$ cat src/rtl/fetch_ctrl_pkg.sv
// -----------------------------------------------------------------------------
// fetch_ctrl_pkg
// Shared definitions for the fetch controller: controller state encoding,
// PC mux select encodings and the default boot length.
// -----------------------------------------------------------------------------
package fetch_ctrl_pkg;

    // Controller states
    typedef enum logic [1:0] {
        ST_BOOT = 2'd0,
        ST_RUN  = 2'd1,
        ST_HALT = 2'd2
    } state_e;

    // PC mux select encodings
    localparam logic [1:0] PC_SEL_RESET = 2'd0;  // RESET_PC
    localparam logic [1:0] PC_SEL_HOLD  = 2'd1;  // PC_reg_out
    localparam logic [1:0] PC_SEL_PC4   = 2'd2;  // PC + 4
    localparam logic [1:0] PC_SEL_ALU   = 2'd3;  // ALU_result

    // Default number of cycles spent in BOOT after reset release
    localparam int unsigned BOOT_CYCLES_DEF = 32'd2;

endpackage : fetch_ctrl_pkg

$ cat src/rtl/fetch_perf_cnt.sv
// -----------------------------------------------------------------------------
// fetch_perf_cnt
// Free-running CNT_W-bit event counter; wraps modulo 2^CNT_W.
// Ports:
//   clk   - clock
//   rst   - synchronous active-high reset (count -> 0)
//   clr   - synchronous clear, wins over a same-cycle increment
//   inc   - count enable for this cycle
//   cnt   - registered count value
// -----------------------------------------------------------------------------
module fetch_perf_cnt #(
    parameter int unsigned CNT_W = 32
) (
    input  logic             clk,
    input  logic             rst,
    input  logic             clr,
    input  logic             inc,
    output logic [CNT_W-1:0] cnt
);

    logic [CNT_W-1:0] cnt_q;
    logic [CNT_W-1:0] cnt_d;

    // Next count: clear has priority over increment
    always_comb begin
        cnt_d = cnt_q;
        if (clr) begin
            cnt_d = {CNT_W{1'b0}};
        end else if (inc) begin
            cnt_d = cnt_q + {{(CNT_W-1){1'b0}}, 1'b1};
        end else begin
            cnt_d = cnt_q;
        end
    end

    // Count register with synchronous reset
    always_ff @(posedge clk) begin
        if (rst) begin
            cnt_q <= {CNT_W{1'b0}};
        end else begin
            cnt_q <= cnt_d;
        end
    end

    assign cnt = cnt_q;

endmodule : fetch_perf_cnt

$ cat src/rtl/fetch_ctrl.sv
// -----------------------------------------------------------------------------
// fetch_ctrl
// Fetch-stage controller: sequences BOOT -> RUN <-> HALT, drives the PC mux
// select, the flush (should_br) and fetch_valid, and keeps three performance
// counters (cycles out of BOOT, accepted instructions, flushes).
// Ports:
//   clk, rst                 - clock, synchronous active-high reset
//   redirect, stall          - execute-stage redirect / pipeline stall
//   halt, resume             - HALT entry / exit requests
//   counter_clr              - synchronous clear of all counters
//   PC_sel                   - 0 RESET_PC, 1 hold, 2 PC+4, 3 ALU_result
//   should_br                - flush the instruction fetched this cycle
//   fetch_valid              - instruction leaving fetch is accepted
//   cycle_cnt/inst_cnt/flush_cnt - CNT_W-bit wrapping counters
// -----------------------------------------------------------------------------
module fetch_ctrl
    import fetch_ctrl_pkg::*;
#(
    parameter int unsigned BOOT_CYCLES = BOOT_CYCLES_DEF,
    parameter int unsigned CNT_W       = 32
) (
    input  logic             clk,
    input  logic             rst,
    input  logic             redirect,
    input  logic             stall,
    input  logic             halt,
    input  logic             resume,
    input  logic             counter_clr,
    output logic [1:0]       PC_sel,
    output logic             should_br,
    output logic             fetch_valid,
    output logic [CNT_W-1:0] cycle_cnt,
    output logic [CNT_W-1:0] inst_cnt,
    output logic [CNT_W-1:0] flush_cnt
);

    localparam logic [7:0] BOOT_LOAD = 8'(BOOT_CYCLES - 32'd1);

    state_e     state_q;
    state_e     state_d;
    logic [7:0] boot_cnt_q;
    logic [7:0] boot_cnt_d;

    // State register and boot down-counter
    always_ff @(posedge clk) begin
        if (rst) begin
            state_q    <= ST_BOOT;
            boot_cnt_q <= BOOT_LOAD;
        end else begin
            state_q    <= state_d;
            boot_cnt_q <= boot_cnt_d;
        end
    end

    // Next-state and output decode; reset forces the safe (BOOT-like) outputs
    // even in the cycle where the state register still holds RUN or HALT.
    always_comb begin
        state_d     = state_q;
        boot_cnt_d  = boot_cnt_q;
        PC_sel      = PC_SEL_RESET;
        should_br   = 1'b0;
        fetch_valid = 1'b0;
        if (rst) begin
            state_d    = ST_BOOT;
            boot_cnt_d = BOOT_LOAD;
        end else begin
            case (state_q)
                ST_BOOT: begin
                    if (boot_cnt_q == 8'd0) begin
                        state_d = ST_RUN;
                    end else begin
                        boot_cnt_d = boot_cnt_q - 8'd1;
                    end
                end
                ST_RUN: begin
                    if (redirect) begin
                        // Redirect wins; a simultaneous halt is retried next cycle
                        PC_sel    = PC_SEL_ALU;
                        should_br = 1'b1;
                    end else begin
                        if (stall) begin
                            PC_sel = PC_SEL_HOLD;
                        end else begin
                            PC_sel      = PC_SEL_PC4;
                            fetch_valid = 1'b1;
                        end
                        if (halt) begin
                            state_d = ST_HALT;
                        end else begin
                            state_d = ST_RUN;
                        end
                    end
                end
                ST_HALT: begin
                    PC_sel = PC_SEL_HOLD;
                    if (resume) begin
                        state_d = ST_RUN;
                    end else begin
                        state_d = ST_HALT;
                    end
                end
                default: begin
                    state_d    = ST_BOOT;
                    boot_cnt_d = BOOT_LOAD;
                end
            endcase
        end
    end

    logic cycle_inc_s;
    assign cycle_inc_s = (state_q != ST_BOOT);

    fetch_perf_cnt #(.CNT_W(CNT_W)) u_cycle_cnt (
        .clk (clk),
        .rst (rst),
        .clr (counter_clr),
        .inc (cycle_inc_s),
        .cnt (cycle_cnt)
    );

    fetch_perf_cnt #(.CNT_W(CNT_W)) u_inst_cnt (
        .clk (clk),
        .rst (rst),
        .clr (counter_clr),
        .inc (fetch_valid),
        .cnt (inst_cnt)
    );

    fetch_perf_cnt #(.CNT_W(CNT_W)) u_flush_cnt (
        .clk (clk),
        .rst (rst),
        .clr (counter_clr),
        .inc (should_br),
        .cnt (flush_cnt)
    );

endmodule : fetch_ctrl

$ cat config.mk
export PLATFORM = sky130hd
export DESIGN_NAME = fetch_ctrl
export DESIGN_NICKNAME = d
export VERILOG_FILES = /design/src/rtl/fetch_ctrl_pkg.sv /design/src/rtl/fetch_perf_cnt.sv /design/src/rtl/fetch_ctrl.sv
export SDC_FILE = /design/constraint.sdc
export NUM_CORES = 1
export LEC_CHECK = 0
export ABC_CLOCK_PERIOD_IN_PS = 8600
export CELL_PAD_IN_SITES_DETAIL_PLACEMENT = 1
export CELL_PAD_IN_SITES_GLOBAL_PLACEMENT = 2
export CORE_MARGIN = 5
export CORE_UTILIZATION = 33
export CTS_CLUSTER_DIAMETER = 80
export DETAILED_ROUTE_END_ITERATION = 8
export GPL_ROUTABILITY_DRIVEN = 0
export GPL_TIMING_DRIVEN = 0
export PLACE_DENSITY_LB_ADDON = 0.15
export REMOVE_ABC_BUFFERS = 1
export SYNTH_ARGS = -nofsm -noshare
export SYNTH_HDL_FRONTEND = slang
export SYNTH_SLANG_ARGS = --single-unit
$ cat constraint.sdc
create_clock -name clk -period 8.6 [get_ports clk]
set_input_delay 2.58 -clock clk [delete_from_list [all_inputs] [get_ports clk]]
set_output_delay 2.58 -clock clk [all_outputs]
set_load 0.1 [all_outputs]
# == Yosys cells after proc, flatten, opt, wreduce, memory -nomap -nowiden ==
# Cells that the tools add are included.
# word_totals
ff_bits,106
elab_cells,40
# classes
addsub,4
n_eq_ne,5
n_mux,18
bitwise,1
reduce_logical,7
# op_table
op,count
$add 32x1->32 const B,3
$pmux 8 s2,1
$mux 2,7
$logic_not 8->1,1
$mux 8,1
$sub 8x1->8 const B,1
$mux 1,7
$ne 2x2->1 const B,3
$pmux 2 s3,1
$pmux 2 s2,1
$reduce_and 2->1,2
$reduce_or 2->1,2
$eq 2x1->1 const B,1
$eq 2x2->1 const B,1
$logic_not 2->1,1
$reduce_bool 2->1,1
$not 1->1,1

# == Depth between registers and ports, before layout ==
# logic_depth
ltp_word,4
ltp_mapped,10
mapped_depth_nobuf,7

# == Modules after synthesis ==
# From an unflattened synthesis, not the netlist that was laid out.
# unflattened
hier_cells,599
hier_area_um2,5355.1
# modules_own_cells
module,n_inst,cells_per_inst,area_per_inst_um2,seq_area_each_um2
fetch_perf_cnt,3,173,1560.2,640.6
fetch_ctrl,1,80,674.4,200.2

# == Worst setup path before layout ==
# OpenSTA, ideal clock, no wires.
# synth_path
path_type,in2out
startpoint,input port rst
endpoint,output port PC_sel[0]
arrival_time_ns,4.982
path_slack_ns,1.038
stages,2
path_buffers,1
path_cell_list,clkbuf_1 nor3b_1
# synth_via
elab_chain_len,1
# synth_rtl
element,line_no,text
from (decl),fetch_ctrl.sv:23,"input logic rst,"
$mux 2,fetch_ctrl.sv:63,if (rst) begin
to (decl),fetch_ctrl.sv:29,"output logic [1:0] PC_sel,"
# Every way passes these cells.

# == Worst setup path in the final report ==
# layout_path
startpoint,input port rst
endpoint,output port fetch_valid
# layout_via
elab_chain_len,1
# layout_rtl
element,line_no,text
$mux 1,fetch_ctrl.sv:63,
to (decl),fetch_ctrl.sv:31,"output logic fetch_valid,"
# Every way passes these cells.

==> reports/metrics.yaml <==
status: "complete, no violations"
ioPinCount: 107
avgSynthCellArea_sq_um: 8.40
timing.rr.start: "state_q[1]"
drv_cap: 0
min_from: "u_flush_cnt.cnt[31]"
synthMuxAreaShare: 0.0153
start_util: 0.334
cts_tree: "built"
finalNetCount: 724
syn_area_sq_um: 5240
yosysTopAreaCellShare: 0.405
grt.overflow.total: 0
fin_crit_sh: 0.952
grt_max_degree: 49
fmax_mhz: 122
yosysMostFrequentCell: "dfxtp_1"
hpwl_um: 11100
dr.first_iter.drc_count: 257
area_growth_syn_to_layout_pct: 28.9
powerDensity_nw_per_um2: 170
clock-sinks: 106
fillers: 1860
std_cell_rows: 46
ys_warn_count: 0
drt-total-wl_um: 15600
yosysSeqAreaShare: 0.405
core-area_sq_um: 15700
clk_pin_slew_worst_paths_ps: 60
post_cts_buffers: 0
cp_max_fo: 19
numPortBuffers: 106
synthAdderAreaFrac: 0.0191
grt_pass1_vias: 5015
fin_crit_ps: 8190
fin_worst_skew_ps: 5.35
synth_xor_area_frac: 0.0551
clockBufferDepth: 2
r2r_cells: 6
register_area_sq_um: 2120
final_util: 0.430
cts-root-buf: "clkbuf_16"
drcViolationCount: 0
ir_drop_uv: 96.8
antenna_found_initial: 0
synth_commonest_cells: "dfxtp_1, a21oi_1, nand2_1, nor2_1, or4_1"
drt-pass1-iter-count: 4
crit_path_start_kind: "input pin"
die_y_um: 136
multi_input_area_sq_um: 2930
hold_depth: 2
yosys.area_share.simple: 0.304
synth.distinct_cells: 48
cts_inserted_buffers: 9
worstMarginPinSlew_ps: 1050
finalSetupViolCount: 0
endpoint_kind: "output pin"
ys_seq_elements: 106
holdPathEnd: "u_flush_cnt.cnt[31]"
ys.flop_type: "dfxtp_1"
syn_inst: 624
die_x_um: 136
routedWlPerCell_um: 16.8
num_antenna_cells: 0
cp.required_ps: 6020
slew-limit-headroom: 0.296
synth_top_family_by_area: "simple AND/OR/NAND/NOR gates"
finalHoldViolCount: 0
ys_top_cells_by_area: "dfxtp_1, a21oi_1, or4_1"
synthArstFlopShare: 0
yosysTopAreaCell: "dfxtp_1"
ctsResizeCount: 0
rsz0062_at_grt: "false"
r2r_slack_ps: 5660
synth_enable_flop_cells: 0
worst_skew_pair.late_latency_ps: 350
grt_pass1_wl_um: 25200
power.leakage_nw: 2.05
vias: 5217
drtAntennaViolNets: 0
hold_buffers: 0
synth_compound_area_frac: 0.163
crit_type: "in2out"
r2r-end: "u_inst_cnt.cnt[19]"
htree_levels: 3
post_drt_via_cell_ratio: 5.62
slew_viol_final: 0
track_usage: 0.165
arrival_ps: 5610
setup_tns_ps: 0
hold_path.class: "reg2reg"
layout-drive-gt1-share: 0.0295
die_area_sq_um: 18500
sequential cells by signal, indices dropped and copies added, names as in the netlist:
| name | cells |
|---|---|
| u_flush_cnt.cnt | 32 |
| state_q | 2 |
| u_cycle_cnt.cnt | 32 |
| boot_cnt_q | 8 |
| u_inst_cnt.cnt | 32 |
per-layer routing:
layer,GRT usage,share of wire,vias to the layer above
met5,0,0,-
met4,0.0409,0.0095,0
met3,0.0426,0.045,12
met2,0.282,0.49,88
met1,0.209,0.46,2593
li1,-,-,2524
where the power goes:
group	internal, W	switching (W)
clock network	0.000239	0.000186
registers	0.000509	0.0000238
logic	0.0000771	0.000113
total	0.000826	0.000322
how the worst max path moves through the flow:
stage | startpoint | end | depth (start not counted)
final | rst | fetch_valid | 4
after global routing | rst | fetch_valid | 4
after global placement | rst | fetch_valid | 4
after floorplan | redirect | PC_sel[0] | 3
after CTS | rst | fetch_valid | 4
after detailed placement | rst | fetch_valid | 4
final cells by class:
| class | instances | area share |
|---|---|---|
| clock buffers | 12 | 0.0379 |
| clock inverters | 2 | 0.00555 |
| inverters | 16 | 0.00888 |
| multi-input cells | 468 | 0.433 |
| flip-flops and latches | 106 | 0.314 |
| well taps | 216 | 0.0400 |
| repair buffers | 108 | 0.161 |
critical path, cell delays in order:
cell	delay, ps
clkdlybuf4s50_1	760
or4b_1	840
clkinv_1	250
clkdlybuf4s50_1	1180
cells by family after synthesis:
| family | after synthesis |
|---|---|
| AO/OA/AOI/OAI | 139 |
| multiplexers | 8 |
| buffers and inverters | 50 |
| AND/OR/NAND/NOR | 280 |
| XOR/XNOR | 33 |
| flip-flops | 106 |
| adder cells (fa/ha/maj) | 8 |
per-stage QoR:
stage	setup WS, ps	instance area (sq um)	std cells	hold slack (ps)	power [W]
final	412	6760	928	470	0.00115
after CTS	384	6760	928	477	0.00116
after global routing	302	6760	928	500	0.00121
after floorplan	1100	5100	590	443	0.000686
after global placement	459	6430	912	456	0.000727
after detailed placement	381	6470	914	469	0.000736
cells in the final DEF (no fill, tap or decap), drive strengths merged, types with 2 or more instances in the layout:
master / synthesis / final
buf: 5 / 2
nand2: 47 / 47
inv: 15 / 15
nor4b: 3 / 3
a41o: 6 / 6
o21ai: 20 / 20
and4: 16 / 16
and3: 4 / 4
nor3: 11 / 11
ha: 8 / 8
clkbuf: 29 / 12
o311ai: 2 / 2
and2: 5 / 5
a21oi: 60 / 60
nand4: 28 / 28
nor4: 9 / 9
clkdlybuf4s50: 0 / 106
nand4b: 3 / 3
nand3: 32 / 32
or3: 25 / 25
or4: 39 / 39
nor2: 45 / 45
dfxtp: 106 / 106
a211oi: 3 / 3
or2: 3 / 3
a31oi: 6 / 6
o31ai: 34 / 34
xnor2: 20 / 20
nand2b: 3 / 3
or4b: 2 / 2
xor2: 13 / 13
o21a: 2 / 2
mux2i: 8 / 8
Note: power is estimated with default switching activity, not from simulation.
